==> src/rtl/device_io_controller.sv <==
// device_io_controller
//
// Memory-mapped I/O bridge between the processor data port and a byte-wide
// character device.  Two addresses are decoded: STATUS_ADDR (status word,
// write bit3=1 clears rx_overrun) and DATA_ADDR (write pushes a byte into the
// transmit FIFO, read returns the held receive byte).  All other addresses
// leave io_sel low and cause no side effects.
//
// Optional feature macro: IO_RX_EN (receive holding register).  When it is
// undefined, dev_rx_* are ignored, status bits 2/3 read 0 and DATA reads
// return 0.
//
// Ports:
//   clk, rst_n            clock, asynchronous active-low reset
//   cpu_addr/wdata/we/re  processor data-port request
//   cpu_rdata             combinational read data (meaningful when io_sel=1)
//   io_sel                combinational address hit on STATUS_ADDR/DATA_ADDR
//   cpu_stall             combinational: data write while FIFO full
//   dev_tx_data/valid     FIFO head byte and non-empty flag
//   dev_tx_ready          device accepts the head byte this cycle
//   dev_rx_data/valid     incoming byte and its one-cycle strobe
//
// Handshake: a byte moves on a rising edge where dev_tx_valid and
// dev_tx_ready are both 1; dev_tx_data holds its value while valid=1 and
// ready=0, and valid never drops without a transfer except on reset.
module device_io_controller #(
  parameter logic [31:0] STATUS_ADDR = 32'hFFFF8000,
  parameter logic [31:0] DATA_ADDR   = 32'hFFFF8004,
  parameter int          FIFO_DEPTH  = 4
) (
  input  logic        clk,
  input  logic        rst_n,
  input  logic [31:0] cpu_addr,
  input  logic [31:0] cpu_wdata,
  input  logic        cpu_we,
  input  logic        cpu_re,
  output logic [31:0] cpu_rdata,
  output logic        io_sel,
  output logic        cpu_stall,
  output logic [7:0]  dev_tx_data,
  output logic        dev_tx_valid,
  input  logic        dev_tx_ready,
  input  logic [7:0]  dev_rx_data,
  input  logic        dev_rx_valid
);

  localparam int PTR_W = $clog2(FIFO_DEPTH);
  localparam int CNT_W = $clog2(FIFO_DEPTH + 1);
  localparam logic [CNT_W-1:0] CNT_FULL = CNT_W'(FIFO_DEPTH);

  logic [7:0]       r_mem [FIFO_DEPTH];
  logic [PTR_W-1:0] r_wr_ptr;
  logic [PTR_W-1:0] r_rd_ptr;
  logic [CNT_W-1:0] r_count;

  logic        w_stat_sel;
  logic        w_data_sel;
  logic        w_empty;
  logic        w_full;
  logic        w_push;
  logic        w_pop;
  logic [4:0]  w_count5;
  logic [31:0] w_status;
  logic [7:0]  w_rx_data;
  logic        w_rx_valid;
  logic        w_rx_overrun;

  assign w_stat_sel = (cpu_addr == STATUS_ADDR);
  assign w_data_sel = (cpu_addr == DATA_ADDR);
  assign io_sel     = w_stat_sel | w_data_sel;

  assign w_empty = (r_count == '0);
  assign w_full  = (r_count == CNT_FULL);

  // Stall and push use only the registered full flag, so a pop in the same
  // cycle does not let the stalled write in until the following edge.
  assign cpu_stall = cpu_we & w_data_sel & w_full;
  assign w_push    = cpu_we & w_data_sel & ~w_full;
  assign w_pop     = ~w_empty & dev_tx_ready;

  assign dev_tx_valid = ~w_empty;
  assign dev_tx_data  = r_mem[r_rd_ptr];

  always_ff @(posedge clk or negedge rst_n) begin
    if (!rst_n) begin
      r_wr_ptr <= '0;
      r_rd_ptr <= '0;
      r_count  <= '0;
    end else begin
      if (w_push) r_wr_ptr <= r_wr_ptr + PTR_W'(1);
      if (w_pop)  r_rd_ptr <= r_rd_ptr + PTR_W'(1);
      case ({w_push, w_pop})
        2'b10:   r_count <= r_count + CNT_W'(1);
        2'b01:   r_count <= r_count - CNT_W'(1);
        default: r_count <= r_count;
      endcase
    end
  end

  // Storage is cleared on reset so the head byte reads 8'h00 out of reset.
  always_ff @(posedge clk or negedge rst_n) begin
    if (!rst_n) begin
      for (int i = 0; i < FIFO_DEPTH; i++) r_mem[i] <= 8'h00;
    end else if (w_push) begin
      r_mem[r_wr_ptr] <= cpu_wdata[7:0];
    end
  end

`ifdef IO_RX_EN
  logic       r_rx_valid;
  logic       r_rx_overrun;
  logic [7:0] r_rx_data;
  logic       w_data_rd;
  logic       w_ovr_clr;
  logic       w_unused_rx;

  assign w_data_rd   = cpu_re & w_data_sel;
  assign w_ovr_clr   = cpu_we & w_stat_sel & cpu_wdata[3];
  assign w_unused_rx = ^cpu_wdata[31:8];

  always_ff @(posedge clk or negedge rst_n) begin
    if (!rst_n) begin
      r_rx_data    <= 8'h00;
      r_rx_valid   <= 1'b0;
      r_rx_overrun <= 1'b0;
    end else begin
      // A new byte wins over a same-cycle overrun clear.
      if (w_ovr_clr) r_rx_overrun <= 1'b0;
      if (dev_rx_valid) begin
        r_rx_data  <= dev_rx_data;
        r_rx_valid <= 1'b1;
        // A byte consumed in the same cycle it is replaced is not lost.
        if (r_rx_valid && !w_data_rd) r_rx_overrun <= 1'b1;
      end else if (w_data_rd) begin
        r_rx_valid <= 1'b0;
      end
    end
  end

  assign w_rx_data    = r_rx_data;
  assign w_rx_valid   = r_rx_valid;
  assign w_rx_overrun = r_rx_overrun;
`else
  logic w_unused_rx;
  assign w_unused_rx  = ^{dev_rx_data, dev_rx_valid, cpu_re, cpu_wdata[31:8]};
  assign w_rx_data    = 8'h00;
  assign w_rx_valid   = 1'b0;
  assign w_rx_overrun = 1'b0;
`endif

  assign w_count5 = 5'(r_count);
  assign w_status = {23'b0, w_count5, w_rx_overrun, w_rx_valid, w_full, w_empty};

  always_comb begin
    cpu_rdata = 32'h0;
    if (w_stat_sel)      cpu_rdata = w_status;
    else if (w_data_sel) cpu_rdata = {24'b0, w_rx_data};
  end

endmodule

==> config.mk <==
export PLATFORM = sky130hd
export DESIGN_NAME = device_io_controller
export DESIGN_NICKNAME = d
export VERILOG_FILES = /design/src/rtl/device_io_controller.sv
export SDC_FILE = /design/constraint.sdc
export NUM_CORES = 1
export LEC_CHECK = 0
export CORE_ASPECT_RATIO = 1.2
export CORE_MARGIN = 3
export CORE_UTILIZATION = 40
export CTS_CLUSTER_SIZE = 12
export DETAILED_ROUTE_END_ITERATION = 10
export GPL_ROUTABILITY_DRIVEN = 0
export MAX_ROUTING_LAYER = met4
export PLACE_DENSITY = 0.83
export REMOVE_ABC_BUFFERS = 1
export SKIP_LAST_GASP = 1
export SYNTH_ARGS = -nofsm -noshare
export SYNTH_HDL_FRONTEND = slang
export SYNTH_SLANG_ARGS = --single-unit
export TNS_END_PERCENT = 1
==> constraint.sdc <==
create_clock -name clk -period 8 [get_ports clk]
set_clock_uncertainty 0.15 [all_clocks]
set_input_delay 2 -clock clk [delete_from_list [all_inputs] [get_ports clk]]
set_output_delay 2 -clock clk [all_outputs]
set_load 0.03 [all_outputs]
Word-level counts from Yosys, hierarchy flattened
Index checks and enable logic that the tools add are counted.
Word-level totals
  register bits after elaboration: 39
  output and inout bits: 43
  word-level logic and storage cells: 39
Operators by class
  add/sub/neg operators: 4
  magnitude comparators: 3
  equality and inequality tests: 5
  mux-type cells: 8
  bitwise operators: 9
  reductions and logical operators: 3
Operators with widths (count)
  32-bit equality test, second input constant: 2
  32-bit bitwise mux: 1
  8-bit two-way mux: 3
  8-bit binary-select mux with 2-bit select: 1
  8-bit demux with 2-bit select: 1
  7-bit two-way mux: 1
  3-bit >= comparator, second input constant: 2
  2-bit inverter with 3-bit output: 2
  3-bit one-hot mux with 2 select lines: 1
  2-bit by 1-bit adder with 2-bit output, second input constant: 2
  1-bit bitwise AND: 4
  3-bit by 1-bit adder with 3-bit output, second input constant: 1
  3-bit equality test, second input constant: 1
  3-bit zero test: 1
  3-bit by 1-bit < comparator with 1-bit output, second input constant: 1
  3-bit by 1-bit subtractor with 3-bit output, second input constant: 1
  2-bit by 1-bit equality test with 1-bit output, second input constant: 1
  2-bit equality test, second input constant: 1
  1-bit inverter: 2
  2-bit nonzero test: 1
  1-bit logical AND: 1
  1-bit bitwise OR: 1

Depth between registers and ports, before layout
  depth in word-level cells: 6
  gate-level depth with buffers: 12
  mapped depth without buffers: 10

Worst setup path before layout
OpenSTA, ideal clock, no wires.
  path type: input to output
  start point: input cpu_addr[1]
  end point: output cpu_rdata[6]
  arrival time: 3.934 ns
  required time: 5.850 ns
  slack: 1.916 ns
  cell stages on the path: 6
  cells stage by stage: nand4b_1 or4_1 buf_6 or2_0 clkbuf_1 nor3b_1
On the way
  cells in the longest elaborated chain, start to end: 2
Ends and longest elaborated chain
  start: declaration: line 33  | input logic [31:0] cpu_addr,
  32-bit equality test: line 68  | assign w_stat_sel = (cpu_addr == STATUS_ADDR);
  7-bit two-way mux: line 156  | if (w_stat_sel) cpu_rdata = w_status;
  end: declaration: line 37  | output logic [31:0] cpu_rdata,
No other way between the ends.

Worst setup path after layout
  start point: input cpu_addr[24]
  end point: output cpu_stall
On the way
  cells in the longest elaborated chain, start to end: 3
Ends and longest elaborated chain
  32-bit equality test: line 69  | assign w_data_sel = (cpu_addr == DATA_ADDR);
  1-bit bitwise AND (2 in series): line 77  | assign cpu_stall = cpu_we & w_data_sel & w_full;
  end: declaration: line 39  | output logic cpu_stall,
No other way between the ends.

==> results.py <==
metrics = {
    "setup_path": {
        "timing.rr.start": "r_count[0]",
        "endpoint_kind": "output pin",
        "startpoint_type": "primary input",
        "critPathRequiredTime_ns": 5.85,
        "cp_max_fo": 8,
        "cp.arrival_ns": 4.73,
        "rr_worst_depth": 8,
        "path_class": "primary input to output pin",
        "rrSetupSlack_ns": 5.62,
        "timing.rr.end": "r_count[2]",
    },
    "clock_network": {
        "cts_hold_buf": 0,
        "clock-root-buffer": "clkbuf_8",
        "insertion_delay_ns": 0.29,
        "clock-sinks": 39,
        "h-tree-depth": 2,
        "cts.repair.resized": 0,
        "cts-buffers-inserted": 5,
        "clkSlewWorstSetupHoldPaths_ns": 0.07,
        "cts_max_path_buffers": 2,
        "cts_tree": "yes",
        "cts_setup_buffers": 0,
    },
    "route": {
        "drc": 0,
        "wl_um": 4030,
        "post_drt_wl_per_cell_um": 14.0,
        "first_pass_iters": 4,
        "drt_iter0_drc": 56,
        "final_antenna_net_count": 0,
        "via_count": 1420,
        "avgViaCountPerCell": 4.95,
    },
    "sta": {
        "post-route-period-util": 0.860,
        "tns_ns": 0,
        "worst_pin_slew_ns": 0.851,
        "maxSlewHeadroom": 0.433,
        "rsz0062_at_grt": "false",
        "slew_violations": 0,
        "min_period_ns": 6.88,
        "hold_violations": 0,
        "setup_viol": 0,
        "fmax_mhz": 145,
        "hold_slack_ns": 0.351,
    },
    "yosys": {
        "ys_seq_elements": 39,
        "yosysWarnings": 0,
        "ys_seq_area_frac": 0.444,
        "postSynthAreaPerCell_um2": 13.2,
        "synth-simple-area-share": 0.122,
        "netlist_area_um2": 2200,
        "synth_top_family_by_area": "multiplexers",
        "synthDistinctLibCells": 32,
        "synthArstFlopShare": 1.00,
        "synth-compound-area-share": 0,
        "synthMuxAreaShare": 0.256,
        "synth_cells": 166,
        "synth_edf_count": 0,
        "yosys.area_share.adder": 0.0376,
        "ys.flop_type": "dfrtp_1",
        "synth-xor-area-share": 0.0239,
    },
    "global_routing": {
        "grt.overflow.total": 0,
        "antenna_found_initial": 0,
        "grt_use_total": 0.144,
        "grt_start_max_net_pins": 40,
        "grt_pass1_wl_um": 6750,
        "grt_pass1_vias": 1472,
    },
    "power": {
        "leakage_nw": 1.33,
        "peakVddDrop_v": 0.0000815,
        "power_uw": 488,
        "p_per_area_nw_per_um2": 174,
    },
    "final_layout": {
        "drive_gt1_frac": 0.247,
        "antenna_cells": 0,
        "final_core_utilization": 0.550,
        "nNetsFinal": 310,
        "syn_to_final_growth_pct": 28.0,
        "layoutNonFillerInstCount": 287,
    },
    "worst_hold_path": {
        "hold_depth": 1,
        "hp-class": "register to register",
        "min_to": "r_count[2]",
        "min-delay-start": "r_count[2]",
    },
    "placed_design": {
        "port_buffers": 59,
        "hpwl_um": 3130,
        "dp_cells": 279,
    },
    "die": {
        "die_area_um2": 6420,
        "die_h_um": 87.2,
        "placementRows": 28,
        "core_um2": 5110,
        "ios": 121,
        "die_w_um": 73.7,
        "initial_utilization": 0.430,
    },
    "run": {
        "maxCapViolCount": 0,
    },
    "outcome": {
        "status": "finished, final reports clean",
    },
}
-- cell usage in the layout, fill, tap and decap left out, types with 2 or more instances in the layout --
cell / Yosys / final
clkdlybuf4s50_1: 0 / 58
dfrtp_1: 39 / 39
mux2_2: 33 / 33
conb_1: 1 / 27
mux4_2: 8 / 8
inv_1: 6 / 6
nand3_1: 5 / 5
nor3_1: 5 / 5
ha_1: 5 / 5
clkbuf_8: 0 / 5
nor3_4: 4 / 4
nor4_1: 3 / 3
xnor2_1: 3 / 3
xor2_1: 3 / 3
and2_1: 2 / 2
nand4_1: 2 / 2
nand2_1: 2 / 2
-- final cells by class --
cell class / count / area [um2]
clock buffers: 6 / 72.6
clock inverters: 2 / 12.5
fillers: 422 / 2300
inverters: 6 / 22.5
multi-input cells: 115 / 1070
flip-flops and latches: 39 / 976
well taps: 60 / 75.1
repair buffers: 59 / 586
-- stage by stage --
step / worst slack (ns) / instance area (um2)
after floorplan: 1.80 / 2070
after global placement: 1.14 / 2730
after detailed placement: 1.11 / 2730
after CTS: 1.09 / 2810
after global routing: 1.01 / 2810
final: 1.12 / 2810
-- state kept, by name, indices dropped and copies added (netlist names) --
register	count
r_mem	32
r_count	3
r_rd_ptr	2
r_wr_ptr	2
-- cell families after synthesis --
kind of cell               count (synthesis)
DFF                                       39
adders and majority gates                  6
muxes                                     42
other                                      1
buffers and inverters                     38
xor gates and xnor gates                   6
and+or+nand+nor                           34
-- layer usage --
metal	wire [um]	up-vias	GRT usage
met3	309	4	0.0404
met5	0	-	-
li1	-	655	-
met1	1630	699	0.169
met4	53	0	0.0544
met2	2040	62	0.234
-- cells in the mapped netlist, types with 3 or more instances --
library cell / count / area share
buf_4: 27 / 0.092
clkbuf_1: 3 / 0.0051
dfrtp_1: 39 / 0.44
ha_1: 5 / 0.028
inv_1: 6 / 0.010
mux2_2: 33 / 0.17
mux4_2: 8 / 0.082
nand3_1: 5 / 0.011
nor3_1: 5 / 0.011
nor3_4: 4 / 0.030
nor4_1: 3 / 0.0085
xnor2_1: 3 / 0.012
xor2_1: 3 / 0.012
-- critical path: stages --
cell	delay [ns]
clkdlybuf4s50_1	0.45
nand4_1	0.08
or4_1	0.79
or2_0	0.44
nor3_1	0.26
clkdlybuf4s50_1	0.71
-- where the power goes --
| group | internal [mW] | total (mW) | switching (mW) | leakage (nW) |
|---|---|---|---|---|
| clock | 0.0609 | 0.128 | 0.0673 | 0.0412 |
| combinational | 0.0609 | 0.118 | 0.0568 | 0.764 |
| sequential | 0.211 | 0.242 | 0.0314 | 0.528 |
-- worst max-delay path by stage --
stage / start / end / slack (ns) / depth (start not counted)
2_1_floorplan: cpu_addr[1] / cpu_rdata[6] / 1.80 / 4
3_3_place_gp: cpu_addr[18] / cpu_stall / 1.14 / 6
3_5_place_dp: cpu_addr[18] / cpu_stall / 1.11 / 6
4_1_cts: cpu_addr[18] / cpu_stall / 1.09 / 6
5_1_grt: cpu_addr[24] / cpu_rdata[6] / 1.01 / 6
6_report: cpu_addr[24] / cpu_stall / 1.12 / 6
Power figures use the tool's default switching activity.
